[config.mk]
export PLATFORM = sky130hd
export DESIGN_NAME = multicycle_sequencer
export DESIGN_NICKNAME = d
export VERILOG_FILES = /design/src/rtl/multicycle_sequencer.sv
export SDC_FILE = /design/constraint.sdc
export NUM_CORES = 1
export LEC_CHECK = 0
export ABC_CLOCK_PERIOD_IN_PS = 2800
export CAP_MARGIN = 25
export CORE_MARGIN = 2
export CORE_UTILIZATION = 47
export CTS_CLUSTER_SIZE = 8
export DETAILED_ROUTE_END_ITERATION = 16
export GPL_TIMING_DRIVEN = 0
export PLACE_DENSITY = 0.76
export SYNTH_ARGS = -nofsm -noshare
export SYNTH_HDL_FRONTEND = slang
export SYNTH_SLANG_ARGS = --single-unit
[constraint.sdc]
create_clock -name clk -period 2.8 [get_ports clk]
set_input_delay 0.84 -clock clk [delete_from_list [all_inputs] [get_ports clk]]
set_output_delay 0.84 -clock clk [all_outputs]
set_load 0.01 [all_outputs]
[src/rtl/multicycle_sequencer.sv]
// Multi-cycle control sequencer for the RiSC-16 datapath.
// Walks each instruction through fetch, decode, execute, optional memory and
// write-back states. It handshakes with variable-latency instruction and data
// memories, counts retired instructions and traps memory timeouts.
module multicycle_sequencer #(
  parameter int unsigned MEM_TIMEOUT = 16,
  parameter int unsigned RET_W       = 32
) (
  input  logic             clk,
  input  logic             reset,
  input  logic [15:0]      ir,
  input  logic             eq_out,
  input  logic             imem_ack,
  input  logic             dmem_ack,
  output logic             imem_req,
  output logic             ir_we,
  output logic             dmem_req,
  output logic             we_mem,
  output logic             we_reg,
  output logic [1:0]       wb_sel,
  output logic             pc_we,
  output logic [1:0]       pc_sel,
  output logic             ADD,
  output logic             NAND,
  output logic             PASS1,
  output logic             EQ,
  output logic             BR,
  output logic [2:0]       state,
  output logic [RET_W-1:0] retired,
  output logic             halted,
  output logic             err
);

  typedef enum logic [2:0] {
    StFetch  = 3'd0,
    StDecode = 3'd1,
    StExec   = 3'd2,
    StMem    = 3'd3,
    StWb     = 3'd4,
    StHalt   = 3'd5,
    StError  = 3'd6
  } state_e;

  localparam logic [2:0] OpNand = 3'b010;
  localparam logic [2:0] OpLui  = 3'b011;
  localparam logic [2:0] OpSw   = 3'b100;
  localparam logic [2:0] OpLw   = 3'b101;
  localparam logic [2:0] OpBeq  = 3'b110;
  localparam logic [2:0] OpJalr = 3'b111;

  localparam logic [1:0] WbAlu  = 2'd0;
  localparam logic [1:0] WbMem  = 2'd1;
  localparam logic [1:0] WbPc1  = 2'd2;
  localparam logic [1:0] PcInc  = 2'd0;
  localparam logic [1:0] PcBr   = 2'd1;
  localparam logic [1:0] PcReg  = 2'd2;

  // The wait counter only has to hold 0 .. MEM_TIMEOUT-1.
  localparam bit          TimeoutEn = (MEM_TIMEOUT != 0);
  localparam int unsigned WaitW     = (MEM_TIMEOUT > 1) ? $clog2(MEM_TIMEOUT) : 1;
  localparam logic [WaitW-1:0] WaitLast = TimeoutEn ? WaitW'(MEM_TIMEOUT - 1) : '0;

  state_e             state_q, state_d;
  logic [WaitW-1:0]   wait_q, wait_d;
  logic [RET_W-1:0]   retired_q, retired_d;

  logic [2:0]         opcode;
  logic [6:0]         imm7;
  logic [3:0]         alu_sel;
  logic               timeout_hit;
  logic               retire;
  logic               unused_ir;

  assign opcode      = ir[15:13];
  assign imm7        = ir[6:0];
  assign unused_ir   = ^ir[12:7];
  assign timeout_hit = TimeoutEn && (wait_q == WaitLast);

  // ALU function select per opcode, as {ADD, NAND, PASS1, EQ}.
  always_comb begin
    alu_sel = 4'b1000;
    unique case (opcode)
      OpNand:  alu_sel = 4'b0100;
      OpLui:   alu_sel = 4'b0010;
      OpBeq:   alu_sel = 4'b0001;
      default: alu_sel = 4'b1000;
    endcase
  end

  // Next-state, wait counter and control outputs; reset forces every output low.
  always_comb begin
    state_d  = state_q;
    wait_d   = wait_q;
    retire   = 1'b0;
    imem_req = 1'b0;
    ir_we    = 1'b0;
    dmem_req = 1'b0;
    we_mem   = 1'b0;
    we_reg   = 1'b0;
    wb_sel   = WbAlu;
    pc_we    = 1'b0;
    pc_sel   = PcInc;
    BR       = 1'b0;
    halted   = 1'b0;
    err      = 1'b0;
    {ADD, NAND, PASS1, EQ} = 4'b0000;

    unique case (state_q)
      StFetch: begin
        imem_req = 1'b1;
        if (imem_ack) begin
          ir_we   = 1'b1;
          state_d = StDecode;
        end else if (timeout_hit) begin
          state_d = StError;
        end else if (TimeoutEn) begin
          wait_d = wait_q + WaitW'(1);
        end
      end
      StDecode: begin
        // JALR with a non-zero immediate is the HALT encoding.
        state_d = ((opcode == OpJalr) && (imm7 != 7'd0)) ? StHalt : StExec;
      end
      StExec: begin
        {ADD, NAND, PASS1, EQ} = alu_sel;
        unique case (opcode)
          OpBeq: begin
            pc_we   = 1'b1;
            pc_sel  = eq_out ? PcBr : PcInc;
            BR      = eq_out;
            retire  = 1'b1;
            state_d = StFetch;
            wait_d  = '0;
          end
          OpJalr: begin
            we_reg  = 1'b1;
            wb_sel  = WbPc1;
            pc_we   = 1'b1;
            pc_sel  = PcReg;
            retire  = 1'b1;
            state_d = StFetch;
            wait_d  = '0;
          end
          OpSw, OpLw: begin
            state_d = StMem;
            wait_d  = '0;
          end
          default: state_d = StWb;
        endcase
      end
      StMem: begin
        {ADD, NAND, PASS1, EQ} = alu_sel;
        dmem_req = 1'b1;
        we_mem   = (opcode == OpSw);
        if (dmem_ack) begin
          if (opcode == OpSw) begin
            pc_we   = 1'b1;
            pc_sel  = PcInc;
            retire  = 1'b1;
            state_d = StFetch;
            wait_d  = '0;
          end else begin
            state_d = StWb;
          end
        end else if (timeout_hit) begin
          state_d = StError;
        end else if (TimeoutEn) begin
          wait_d = wait_q + WaitW'(1);
        end
      end
      StWb: begin
        {ADD, NAND, PASS1, EQ} = alu_sel;
        we_reg  = 1'b1;
        wb_sel  = (opcode == OpLw) ? WbMem : WbAlu;
        pc_we   = 1'b1;
        pc_sel  = PcInc;
        retire  = 1'b1;
        state_d = StFetch;
        wait_d  = '0;
      end
      StHalt:  halted = 1'b1;
      StError: err    = 1'b1;
      default: state_d = StError;
    endcase

    if (reset) begin
      retire   = 1'b0;
      imem_req = 1'b0;
      ir_we    = 1'b0;
      dmem_req = 1'b0;
      we_mem   = 1'b0;
      we_reg   = 1'b0;
      wb_sel   = WbAlu;
      pc_we    = 1'b0;
      pc_sel   = PcInc;
      BR       = 1'b0;
      halted   = 1'b0;
      err      = 1'b0;
      {ADD, NAND, PASS1, EQ} = 4'b0000;
    end
  end

  // Retired count advances on the same edge as the retiring PC write; wraps naturally.
  always_comb begin
    retired_d = retired_q;
    if (retire) begin
      retired_d = retired_q + RET_W'(1);
    end
  end

  // State, wait counter and retired counter registers with synchronous reset.
  always_ff @(posedge clk) begin
    if (reset) begin
      state_q   <= StFetch;
      wait_q    <= '0;
      retired_q <= '0;
    end else begin
      state_q   <= state_d;
      wait_q    <= wait_d;
      retired_q <= retired_d;
    end
  end

  // Debug/status views read as zero while reset is held.
  assign state   = reset ? 3'd0 : state_q;
  assign retired = reset ? '0 : retired_q;

endmodule
==> metrics.txt <==
final net count 414; hold buffers post-CTS 0; CP Class input pin to output port; Least-Margin Pin Slew 554 ps; met1 Use GR 32.9%; ANT nets after route 0; DR WL/cell 14.6 um; Slowest-stage cell, CP clkdlybuf4s50_1; M2 GR Usage 40.1%; Max-Cap Viols 0; min-delay src retired_q[28]; Clock Latency Late Sink 300 ps; CP max FO 10; max_slew headroom 62.7%; Finished Layout Cells 462; layout cells sized above 1 11.5%; Post-synth top flop dfxtp_1; Ports 73; power density cells 342 nW/um2; yosys warns 0; Port Buf Inserts 62; Yosys cell types 49; Gate Count Post-Synth 318; Hold Crit Class register to register; Crit path arrival time 1920 ps; Critical Path Sink Type output port; Hold Vio Cnt, Final 0; dpl cells 450; worst vdd ir 0.184 mV; Critical Path RT 1960 ps; WHS Path Cells 1; static leakage 1.21 nW; Vias/cell 5.73; Bufs on Longest Clock Path 2; clk sinks 39; Total GRT Usage 24.6%; vias in the first global route 2,308; most frequent cell after synthesis dfxtp_1; initial antenna violation count 0; routability congestion estimate 0.885; Reg2Reg Depth 6; fillers 462; startpoint types input pin; r2r endpoint retired_q[30]; routed wire length 6.76 mm; setup ws final 41.7 ps; detailed-route via count 2,649; Num CTS Buffers 5; asr flop ratio synth 0%; CTS H-tree lvls 2; drt pass-1 iters 4; 1st-iter DRT viols 161; Worst path max stage delay 560 ps; count of flip-flops with a built-in enable after synthesis 0; Area Overhead vs Synth 37.9%; largest net degree at the start of global routing 12; GR peak layer met2; status complete, no violations; dpl ws -836 ps; Critical R2R Launch retired_q[3]; Final Cycle Share 98.5%; global route total overflow 0; min Tclk post-route 2760 ps; Die ar. 5760 um2; total inserted antenna cells 0; TritonCTS clock tree yes; Synth top cells by count dfxtp_1, nor2b_1, a21oi_1; Achievable Freq 0.363 GHz; top post-synthesis cells by area dfxtp_1, nor2b_1, a21oi_1; cell taking the most area after synthesis dfxtp_1; first-pass GRT wire length 11.0 mm; Slew Viols, Final 0; initial core utilization 48.1%; core footprint 5040 um2; FF-to-FF setup slack 570 ps; DRC Markers 0; # setup viols final 0; DP HPWL 4.80 mm; CTS clk-pin slew, worst paths 70 ps; met3 Resource Use GR 4.76%; Synth top area share 32.2%; # rows 26; Root Driver clkbuf_8; Post-Syn Nets 341; width of the chip 75.9 um; register area share after synthesis 32.2%; die extent in y 75.9 um; worst path cell trace buf_4 -> clkbuf_16 -> nor2b_1 -> clkdlybuf4s50_1; synthesized cell area 2430 um2; flops & latches, synth 39; Hold Path End retired_q[28]; clock skew 9.54 ps; syn_area_per_cell 7.63 um2
==> final cells by class <==
class                      instances  area (um2)  area share (%)
clock buffer                       7        76.3            2.28
multi-input combinational        250        1600            47.9
tap                               70        87.6            2.62
timing repair buffer              66         626            18.7
clock inverter                     1        5.00           0.149
buffer                            19         131            3.92
inverter                          10        37.5            1.12
sequential                        39         782            23.4
==> registers in the layout (all words and copies together), names as in the netlist <==
| name | flops |
|---|---|
| wait_q | 4 |
| retired_q | 32 |
| state_q | 3 |
==> power by group <==
group	internal, W	switching [W]	leakage, nW	total, W
Sequential	0.000564	0.0000159	0.315	0.000580
Clock	0.000175	0.000206	0.0422	0.000381
Combinational	0.0000814	0.000102	0.853	0.000184
==> critical path, delay by kind of cell <==
family	cells	cell delay (ps)
buffers and inverters	3	900
and+or+nand+nor	1	170
==> worst max-delay path by stage <==
stage                             end  cells after the start     start
final                     retired[28]                      4     reset
after global routing       retired[3]                      4     reset
after CTS                    imem_req                      4     reset
after detailed placement        pc_we                      6  dmem_ack
after global placement          pc_we                      6  dmem_ack
after floorplan                  NAND                      4     reset
==> routing by layer <==
layer	vias up	share of wire (%)
li1	1304	-
met5	-	0
met3	12	5.6
met2	81	49
met1	1252	44
met4	0	1.5
==> per-stage QoR <==
stage                     total power [W]  area (um2)  TNS (ps)  hold slack, ps  utilization (%)
after floorplan                  0.000690        2430         0             424                -
after CTS                         0.00113        3310         0             480             65.6
after detailed placement         0.000754        3140    -13080             468             62.2
after global routing              0.00119        3350    -0.730             490             66.4
after global placement           0.000750        3140    -11860             442             62.2
final                             0.00115        3350         0             479             66.4
==> cell families (layout without fill, tap and decap cells) <==
| kind of cell | count (synthesis) | count (layout) | share of synthesized area [%] |
|---|---|---|---|
| buf+inv | 29 | 103 | 4.85 |
| flops | 39 | 39 | 32.2 |
| compound gates | 84 | 84 | 21.5 |
| xor+xnor | 8 | 8 | 2.89 |
| mux | 4 | 4 | 1.80 |
| simple gates | 152 | 152 | 35.8 |
| fa+ha+maj | 2 | 2 | 1.03 |
==> placed cells by master (no fill, tap or decap), types with 11 or more instances in the layout <==
cell,count
clkdlybuf4s50_1,39
dfxtp_1,38
nor2b_1,31
a21oi_1,29
nor2_1,23
nand2_1,19
o21ai_1,17
dlygate4sd2_1,17
or3_1,14
nand3_1,11
==> timing repair <==
action | in CTS | in global routing
resized for setup | 59 | 13
hold endpoints to repair | 0 | 0
pin swaps | 5 | 2
setup buffers | 3 | 1
setup endpoints to repair | 48 | 11
Power figures use the tool's default switching activity.
